## src/rtl/ctrl_pkg.sv

```systemverilog
`default_nettype none
// ----------------------------------------------------------------------
// ctrl_pkg: shared state, class and control encodings for multicycle_control
// Rev 1.0
// ----------------------------------------------------------------------
package ctrl_pkg;

  localparam int OPCODE_BITS = 11;
  localparam int CLASS_W     = 4;

  typedef enum logic [2:0] {
    ST_FETCH  = 3'd0,
    ST_DECODE = 3'd1,
    ST_EXEC   = 3'd2,
    ST_MEM    = 3'd3,
    ST_WB     = 3'd4,
    ST_TRAP   = 3'd5
  } state_e;

  typedef enum logic [CLASS_W-1:0] {
    CL_NONE  = 4'd0,
    CL_ADDI  = 4'd1,
    CL_ADDS  = 4'd2,
    CL_AND   = 4'd3,
    CL_XOR   = 4'd4,
    CL_SUBS  = 4'd5,
    CL_LSR   = 4'd6,
    CL_LDUR  = 4'd7,
    CL_STUR  = 4'd8,
    CL_B     = 4'd9,
    CL_BL    = 4'd10,
    CL_BR    = 4'd11,
    CL_BCOND = 4'd12,
    CL_CBZ   = 4'd13
  } iclass_e;

  localparam logic [2:0] ALU_PASS_B = 3'd0;
  localparam logic [2:0] ALU_LSR    = 3'd1;
  localparam logic [2:0] ALU_ADD    = 3'd2;
  localparam logic [2:0] ALU_SUB    = 3'd3;
  localparam logic [2:0] ALU_AND    = 3'd4;
  localparam logic [2:0] ALU_XOR    = 3'd6;

  localparam logic [1:0] PC_PLUS4  = 2'd0;
  localparam logic [1:0] PC_BRANCH = 2'd1;
  localparam logic [1:0] PC_REG    = 2'd2;

  localparam logic [1:0] IMM_DT    = 2'd0;
  localparam logic [1:0] IMM_ALU   = 2'd1;
  localparam logic [1:0] IMM_SHAMT = 2'd2;

  localparam logic [1:0] TRAP_NONE    = 2'd0;
  localparam logic [1:0] TRAP_ILLEGAL = 2'd1;
  localparam logic [1:0] TRAP_IMEM    = 2'd2;
  localparam logic [1:0] TRAP_DMEM    = 2'd3;

  // Branch formats only fix the leading opcode bits; the rest is offset/cond.
  function automatic iclass_e classify(input logic [OPCODE_BITS-1:0] op);
    iclass_e cls;
    casez (op)
      11'b1001000100?: cls = CL_ADDI;
      11'b10101011000: cls = CL_ADDS;
      11'b10001010000: cls = CL_AND;
      11'b11001010000: cls = CL_XOR;
      11'b11101011000: cls = CL_SUBS;
      11'b11010011010: cls = CL_LSR;
      11'b11111000010: cls = CL_LDUR;
      11'b11111000000: cls = CL_STUR;
      11'b000101?????: cls = CL_B;
      11'b100101?????: cls = CL_BL;
      11'b11010110000: cls = CL_BR;
      11'b01010100???: cls = CL_BCOND;
      11'b10110100???: cls = CL_CBZ;
      default:         cls = CL_NONE;
    endcase
    return cls;
  endfunction

  function automatic logic is_rtype(input iclass_e cls);
    return cls inside {CL_ADDS, CL_AND, CL_XOR, CL_SUBS, CL_LSR};
  endfunction

endpackage
`default_nettype wire

```

## src/rtl/opcode_class_dec.sv

```systemverilog
`default_nettype none
// ----------------------------------------------------------------------
// opcode_class_dec: maps the 11-bit opcode field to an instruction class
// Rev 1.0
// ----------------------------------------------------------------------
module opcode_class_dec
  import ctrl_pkg::*;
#(
  parameter int OPCODE_W = 11
) (
  input  logic [OPCODE_W-1:0] opcode,
  output logic [CLASS_W-1:0]  op_class,
  output logic                valid
);

  iclass_e cls;

  always_comb begin
    cls      = classify(opcode);
    op_class = cls;
    valid    = (cls != CL_NONE);
  end

endmodule
`default_nettype wire

```

## src/rtl/multicycle_control.sv

```systemverilog
`default_nettype none
// ----------------------------------------------------------------------
// multicycle_control: LEGv8 FETCH/DECODE/EXEC/MEM/WB sequencer with traps
// Rev 1.0
// ----------------------------------------------------------------------
module multicycle_control
  import ctrl_pkg::*;
#(
  parameter int OPCODE_W    = 11,
  parameter int ALUOP_W     = 3,
  parameter int MEM_TIMEOUT = 16,
  parameter int CNT_W       = 8
) (
  input  logic               clk,
  input  logic               reset_n,
  input  logic [OPCODE_W-1:0] opcode,
  input  logic               ir_valid,
  output logic               imem_req,
  input  logic               imem_ack,
  output logic               dmem_req,
  output logic               dmem_we,
  input  logic               dmem_ack,
  output logic               ir_load,
  output logic               pc_write,
  output logic [1:0]         pc_src,
  input  logic               branch_taken,
  output logic [ALUOP_W-1:0] alu_op,
  output logic               alu_src,
  output logic [1:0]         imm_sel,
  output logic               reg2loc,
  output logic               set_flags,
  output logic               mem_to_reg,
  output logic               pc_to_reg,
  output logic               link_reg,
  output logic               reg_write,
  output logic               instr_done,
  output logic               trap,
  output logic [1:0]         trap_cause
);

  localparam logic [CNT_W-1:0] TIMEOUT_LAST = CNT_W'(MEM_TIMEOUT - 1);

  state_e             state_q, state_d;
  iclass_e            cls_q, cls_d;
  logic [CNT_W-1:0]   cnt_q, cnt_d;
  logic [1:0]         cause_q, cause_d;

  logic [CLASS_W-1:0] dec_class_raw;
  iclass_e            dec_class;
  logic               dec_valid;
  logic               timeout_hit;

  opcode_class_dec #(
    .OPCODE_W (OPCODE_W)
  ) u_dec (
    .opcode   (opcode),
    .op_class (dec_class_raw),
    .valid    (dec_valid)
  );

  assign dec_class   = iclass_e'(dec_class_raw);
  assign timeout_hit = (cnt_q == TIMEOUT_LAST);

  always_ff @(posedge clk) begin
    if (!reset_n) begin
      state_q <= ST_FETCH;
      cls_q   <= CL_NONE;
      cnt_q   <= '0;
      cause_q <= TRAP_NONE;
    end else begin
      state_q <= state_d;
      cls_q   <= cls_d;
      cnt_q   <= cnt_d;
      cause_q <= cause_d;
    end
  end

  always_comb begin
    state_d = state_q;
    cls_d   = cls_q;
    cause_d = cause_q;
    case (state_q)
      ST_FETCH: begin
        // An ack on the last allowed cycle still completes the fetch.
        if (imem_ack) begin
          state_d = ST_DECODE;
        end else if (timeout_hit) begin
          state_d = ST_TRAP;
          cause_d = TRAP_IMEM;
        end
      end
      ST_DECODE: begin
        if (ir_valid) begin
          cls_d = dec_class;
          if (dec_valid) begin
            state_d = ST_EXEC;
          end else begin
            state_d = ST_TRAP;
            cause_d = TRAP_ILLEGAL;
          end
        end
      end
      ST_EXEC: begin
        case (cls_q)
          CL_B, CL_BR, CL_BCOND, CL_CBZ: state_d = ST_FETCH;
          CL_LDUR, CL_STUR:              state_d = ST_MEM;
          default:                       state_d = ST_WB;
        endcase
      end
      ST_MEM: begin
        if (dmem_ack) begin
          state_d = (cls_q == CL_STUR) ? ST_FETCH : ST_WB;
        end else if (timeout_hit) begin
          state_d = ST_TRAP;
          cause_d = TRAP_DMEM;
        end
      end
      ST_WB:   state_d = ST_FETCH;
      ST_TRAP: state_d = ST_TRAP;
      default: state_d = ST_FETCH;
    endcase

    // Counter restarts on every state entry and only advances while waiting on a bus.
    cnt_d = '0;
    if ((state_q == ST_FETCH || state_q == ST_MEM) && state_d == state_q) begin
      cnt_d = cnt_q + CNT_W'(1);
    end
  end

  always_comb begin
    imem_req   = 1'b0;
    dmem_req   = 1'b0;
    dmem_we    = 1'b0;
    ir_load    = 1'b0;
    pc_write   = 1'b0;
    pc_src     = PC_PLUS4;
    alu_op     = ALUOP_W'(ALU_PASS_B);
    alu_src    = 1'b0;
    imm_sel    = IMM_DT;
    reg2loc    = 1'b0;
    set_flags  = 1'b0;
    mem_to_reg = 1'b0;
    pc_to_reg  = 1'b0;
    link_reg   = 1'b0;
    reg_write  = 1'b0;
    instr_done = 1'b0;
    trap       = 1'b0;
    trap_cause = TRAP_NONE;
    // Outputs are held quiet for as long as reset is asserted.
    if (reset_n) begin
      case (state_q)
        ST_FETCH: begin
          imem_req = 1'b1;
          ir_load  = imem_ack;
        end
        ST_DECODE: reg2loc = ir_valid && is_rtype(dec_class);
        ST_EXEC: begin
          case (cls_q)
            CL_ADDI: begin
              alu_op  = ALUOP_W'(ALU_ADD);
              alu_src = 1'b1;
              imm_sel = IMM_ALU;
            end
            CL_ADDS: begin
              alu_op    = ALUOP_W'(ALU_ADD);
              set_flags = 1'b1;
            end
            CL_AND: alu_op = ALUOP_W'(ALU_AND);
            CL_XOR: alu_op = ALUOP_W'(ALU_XOR);
            CL_SUBS: begin
              alu_op    = ALUOP_W'(ALU_SUB);
              set_flags = 1'b1;
            end
            CL_LSR: begin
              alu_op  = ALUOP_W'(ALU_LSR);
              alu_src = 1'b1;
              imm_sel = IMM_SHAMT;
            end
            CL_LDUR, CL_STUR: begin
              alu_op  = ALUOP_W'(ALU_ADD);
              alu_src = 1'b1;
              imm_sel = IMM_DT;
            end
            CL_B, CL_BR, CL_BCOND, CL_CBZ: begin
              pc_write   = 1'b1;
              instr_done = 1'b1;
              if (cls_q == CL_B)       pc_src = PC_BRANCH;
              else if (cls_q == CL_BR) pc_src = PC_REG;
              else                     pc_src = branch_taken ? PC_BRANCH : PC_PLUS4;
            end
            default: ;
          endcase
        end
        ST_MEM: begin
          dmem_req = 1'b1;
          dmem_we  = (cls_q == CL_STUR);
          if (dmem_ack && cls_q == CL_STUR) begin
            pc_write   = 1'b1;
            instr_done = 1'b1;
          end
        end
        ST_WB: begin
          reg_write  = 1'b1;
          pc_write   = 1'b1;
          instr_done = 1'b1;
          mem_to_reg = (cls_q == CL_LDUR);
          if (cls_q == CL_BL) begin
            pc_to_reg = 1'b1;
            link_reg  = 1'b1;
            pc_src    = PC_BRANCH;
          end
        end
        ST_TRAP: begin
          trap       = 1'b1;
          trap_cause = cause_q;
        end
        default: ;
      endcase
    end
  end

endmodule
`default_nettype wire

```

## config.mk

```make
export PLATFORM = sky130hd
export DESIGN_NAME = multicycle_control
export DESIGN_NICKNAME = d
export VERILOG_FILES = /design/src/rtl/ctrl_pkg.sv /design/src/rtl/opcode_class_dec.sv /design/src/rtl/multicycle_control.sv
export SDC_FILE = /design/constraint.sdc
export NUM_CORES = 1
export LEC_CHECK = 0
export ABC_AREA = 1
export CAP_MARGIN = 20
export CORE_UTILIZATION = 45
export DETAILED_ROUTE_END_ITERATION = 7
export PLACE_DENSITY = 0.76
export SYNTH_ARGS = -nofsm -noshare
export SYNTH_HDL_FRONTEND = slang
export SYNTH_HIERARCHICAL = 1
export SYNTH_SLANG_ARGS = --single-unit
```

## constraint.sdc

```tcl
create_clock -name clk -period 1.7 [get_ports clk]
set_input_delay 0.34 -clock clk [delete_from_list [all_inputs] [get_ports clk]]
set_output_delay 0.34 -clock clk [all_outputs]
set_load 0.02 [all_outputs]
```

==> results of run 1 <==
[synth_stat cells, types with 2 or more instances]
cell / instances
a21oi_1: 15
a31oi_1: 3
buf_4: 2
buf_6: 2
dfxtp_1: 17
inv_1: 37
inv_2: 10
nand2_1: 58
nand2_2: 5
nand3_1: 26
nand4_1: 2
nor2_1: 48
nor2_2: 5
nor3_1: 4
nor3_2: 10
nor3b_1: 3
o21ai_0: 6
o21ai_1: 3
o21bai_1: 2
xnor2_1: 3
xor2_1: 3
[layer usage]
| metal | GRT usage (%) | overflow |
|---|---|---|
| met1 | 74.7 | 0 |
| met2 | 107 | 113 |
| met3 | 46.2 | 0 |
| met4 | 106 | 65 |
| met5 | 2.78 | 0 |
[stage by stage]
step                setup TNS (ns)  util (%)
floorplan                   -0.793         -
global placement            -25.75      74.0
detailed placement          -26.19      74.0
CTS                          -3.68      82.4
[cell families after synthesis]
logic type	Yosys count	synth area share (%)
and+or+nand+nor	167	48.5
buffers and inverters	52	13.1
AOI/OAI and AO/OA	37	14.0
DFF	17	20.5
xor gates and xnor gates	6	3.17
adders and majority gates	1	0.753
[repair_timing]
| item | CTS |
|---|---|
| resized for setup | 228 |
| endpoints found under the setup margin | 38 |
| setup buffers | 18 |
| pin swaps | 42 |
| endpoints found under the hold margin | 0 |
| cloned | 0 |
==> results.tsv, run 1 <==
stage	metric	value	unit
floorplanning	initial core utilization	48.2	%
grt	global route overflow	178	
synthesis	top post-synthesis cells by area	dfxtp_1 (20%), nand2_1 (13%), nor2_1 (11%)	
floorplanning	Die Width	62.7	um
clock_tree	Num CTS Buffers	3	
synthesis	mapped cell area	1660	um2
synthesis	library cells used by synthesis	37	
synthesis	Yosys top cell area share	20.5	%
clock_tree	cts hold-fix bufs	0	
placement	gp weighted congestion	0.879	
floorplanning	FP Rows	21	
synthesis	Seq/Total Area, Yosys	20.5	%
clock_tree	H-tree depth	1	
synthesis	Mapped Cells	280	
synthesis	Yosys reg bits	17	
grt	largest net degree at the start of global routing	11	
clock_tree	CTS max path bufs	2	
synthesis	Post-Syn Area per Cell	5.93	um2
placement	input/output buffers	39	
timing	Worst EP kind	output port	
synthesis	Ys Warns	6	
run_status	outcome	did not finish	
synthesis	ys flop type	dfxtp_1	
timing	post-GRT worst EP	reg2loc	
synthesis	FFs w/ async S/R, synth	0	%
synthesis	EDFF count, synth	0	
synthesis	post-synth top area cell	dfxtp_1	
placement	Placed Area	2550	um2
clock_tree	Root Buffer	clkbuf_8	
run_status	Fail Step	5_1_grt	
placement	DP Worst Slack	-1.19	ns
synthesis	Syn Nets	298	
floorplanning	die height	62.7	um
floorplanning	# IOs	40	
clock_tree	CTS sink count	17	
placement	DP HPWL	3790	um
run_status	First Err	[ERROR GRT-0232] Routing congestion too high. Check the congestion heatmap in the GUI.	
placement	Post-Place Cells	411	
grt	GRT Util Overall	79.9	%
==> inputs of run 2 (changes only) <==
CORE_UTILIZATION = 30   (was 45)
PLACE_DENSITY = unset   (was 0.76)
PLACE_DENSITY_LB_ADDON = 0.15   (was unset)
clock period = 2.2 ns   (was 1.7 ns; I/O delays follow)
==> run 2 against run 1 <==
Compared with the run above: the flow now finishes without violations; area after synthesis unchanged; synthesized cell count is the same.
==> results.tsv, run 2 <==
stage	metric	value	unit
run_status	outcome	finished clean	
clock_tree	Worst-path clk slew	0.08	ns
worst_setup_path	reg-to-reg endpoint	state_q[2]	
placement	Placed Area	2430	um2
cells_and_area	Most flops, register	cnt_q	
floorplanning	initial core utilization	31.9	%
synthesis	Ys Warns	6	
route	routed len/inst	10.8	um
power_and_ir_drop	Int Pwr	0.671	mW
floorplanning	die height	76.4	um
synthesis	Yosys reg bits	17	
route	Final Routed Wirelength	4760	um
placement	DP HPWL	3690	um
timing	hold_ws	0.478	ns
worst_setup_path	Crit Path Max Fanout	4	
power_and_ir_drop	Comb power frac	44.2	%
synthesis	post-synth top area cell	dfxtp_1	
synthesis	Syn Nets	298	
synthesis	library cells used by synthesis	37	
power_and_ir_drop	Max IR drop VDD	0.169	mV
power_and_ir_drop	Leak Pwr	1.28	nW
synthesis	Post-synth top cells	nand2_1 (58), nor2_1 (48), inv_1 (37)	
route	Iter 0 DRT Violations	62	
grt	GRT Util Overall	16.5	%
floorplanning	Placeable Area	5200	um2
grt	largest net degree at the start of global routing	11	
clock_tree	CTS max path bufs	2	
worst_setup_path	path depth of the worst reg2reg path	10	
placement	input/output buffers	39	
synthesis	top post-synthesis cells by area	dfxtp_1 (20%), nand2_1 (13%), nor2_1 (11%)	
cells_and_area	most frequent cells in the layout	buf_4 (57), nand2_1 (49), nor2_1 (34)	
timing	worst slew pin tran	0.301	ns
worst_setup_path	R2R setup slack	0.50	ns
synthesis	xor/xnor share of the synthesized area	3.17	%
floorplanning	FP Rows	26	
synthesis	mapped cell area	1660	um2
route	via count	2038	
synthesis	Mapped Cells	280	
clock_tree	CTS sink count	17	
cells_and_area	most common cell after layout, fill and taps aside	buf_4	
synthesis	Post-Syn Area per Cell	5.93	um2
synthesis	ys flop type	dfxtp_1	
min_path	Hold WC Path Type	flop to flop	
cells_and_area	ant diodes	0	
synthesis	combinational family with the most area after synthesis	simple AND/OR/NAND/NOR gates	
cells_and_area	area of the multi-input gates	1300	um2
power_and_ir_drop	Reg power frac	33.3	%
timing	Hold Vio Cnt, Final	0	
cells_and_area	ratio of cells with drive above 1 in the final layout	45.1	%
worst_setup_path	worst setup path start	reset_n	
floorplanning	die area	5840	um2
worst_setup_path	Critical Path End	alu_op[2]	
cells_and_area	max reg flops	8	
grt	global route overflow	0	
synthesis	mux share of post-synthesis cell area	0	%
power_and_ir_drop	NetSw	0.427	mW
timing	Max Fclk	0.456	GHz
timing	Final Max Slew Viols	0	
cells_and_area	layout net count	389	
synthesis	Yosys top cell area share	20.5	%
synthesis	Seq/Total Area, Yosys	20.5	%
synthesis	post-synthesis compound-gate area fraction	14.0	%
synthesis	FFs w/ async S/R, synth	0	%
timing	Tcrit/Tclk final	99.7	%
route	router iterations before antenna repair	4	
grt	first-pass GRT wire length	7900	um
timing	final setup margin	0.00681	ns
power_and_ir_drop	power per cell area	414	nW/um2
cells_and_area	Filler Cell Count	557	
worst_setup_path	worst path arrival time	1.75	ns
power_and_ir_drop	Clk pwr share	22.4	%
clock_tree	Root Buffer	clkbuf_8	
run	max cap viols	0	
grt	vias in the first global route	1839	
power_and_ir_drop	Net Sw Frac	38.9	%
timing	final setup violation count	0	
synthesis	EDFF count, synth	0	
clock_tree	CTS tree	done	
timing	TNS Setup	0	ns
grt	initial antenna violation count	0	
placement	gp weighted congestion	0.856	
worst_setup_path	Critical Path End Type	primary output	
floorplanning	Die Width	76.4	um
cells_and_area	Largest regs	cnt_q x8, cls_q x4, state_q x3	
synthesis	most frequent cell after synthesis	nand2_1	
worst_setup_path	Data required, critical path	1.76	ns
route	post-route ant nets	0	
synthesis	simple-gate area share of the yosys netlist	48.5	%
cells_and_area	Non-Filler Instances	440	
synthesis	Adder-Cell Fraction of Synth Area	0.754	%
worst_setup_path	worst reg2reg startpoint	cnt_q[0]	
cells_and_area	Syn-to-layout area delta	59.7	%
timing	Max-Slew Margin vs Limit	79.9	%
timing	RSZ-0062 raised after global routing	yes	
clock_tree	Num CTS Buffers	3	
floorplanning	# IOs	40	
worst_setup_path	CP Class	input port to primary output	
cells_and_area	post-route cell area	2650	um2
placement	Post-Place Cells	426	
timing	post-layout min period	2.19	ns
clock_tree	Worst-Skew Late Latency	0.26	ns
worst_setup_path	Worst setup SP type	input port	
route	detailed-route DRC error count	0	
clock_tree	H-tree depth	1	
cells_and_area	register area	345	um2
placement	DP Worst Slack	-0.851	ns
route	vias per cell	4.63	
timing	Clock Skew	0.00523	ns
run 2: how the worst min path moves through the flow:
stage	from	to	slack [ns]	cells after the start
final	cnt_q[0]	cnt_q[0]	0.48	1
after global routing	cnt_q[0]	cnt_q[0]	0.48	1
after CTS	cause_q[1]	cause_q[1]	0.47	2
after detailed placement	cause_q[0]	cause_q[0]	0.45	2
after global placement	cause_q[1]	cause_q[1]	0.45	2
after floorplan	cause_q[0]	cause_q[0]	0.43	2
run 2: logic make-up (layout without fill, tap and decap cells):
family                   count (synthesis)  count (layout)
AND/OR/NAND/NOR                        167             167
buffers and inverters                   52             142
AO/OA/AOI/OAI                           37              37
flip-flops                              17              17
XOR/XNOR                                 6               6
adder cells (fa/ha/maj)                  1               1
run 2: power by group through the flow:
stage / combinational, mW / clock (mW) / sequential (mW)
after global routing: 0.537 / 0.264 / 0.371
after CTS: 0.453 / 0.252 / 0.364
final: 0.486 / 0.246 / 0.366
after floorplan: 0.255 / 0 / 0.362
after global placement: 0.434 / 0 / 0.367
after detailed placement: 0.433 / 0 / 0.368
run 2: metrics by stage:
step                      total power, mW  utilization [%]
after floorplan                     0.617                -
after global placement              0.801             46.7
after detailed placement            0.802             46.7
after CTS                            1.07             50.5
after global routing                 1.17             50.9
final                                1.10             50.9
run 2: layout make-up:
class / count / area share, %
multi-input cells: 211 / 49.0
repair buffers: 91 / 26.2
flip-flops and latches: 17 / 13.0
inverters: 47 / 6.65
well taps: 70 / 3.30
clock buffers: 3 / 1.56
clock inverters: 1 / 0.189
run 2: worst max-delay path: stages:
cell and delay, ns:
clkdlybuf4s50_1 0.48, inv_1 0.12, buf_4 0.16, nor3b_1 0.22, clkdlybuf4s15_1 0.33
run 2: repair_timing:
action	in CTS	in global routing
hold buffers	0	0
setup buffers	9	1
pin swaps	21	22
gates resized for setup	101	82
endpoints found under the setup margin	34	29
run 2: routing by layer:
metal / global-route usage [%] / part of all wire [%] / vias to the layer above
li1: - / - / 1076
met1: 20.2 / 47 / 909
met2: 29.4 / 47 / 47
met3: 3.11 / 4.3 / 6
met4: 4.04 / 1.2 / 0
met5: 0 / 0 / -
(Power assumes the default switching activity.)
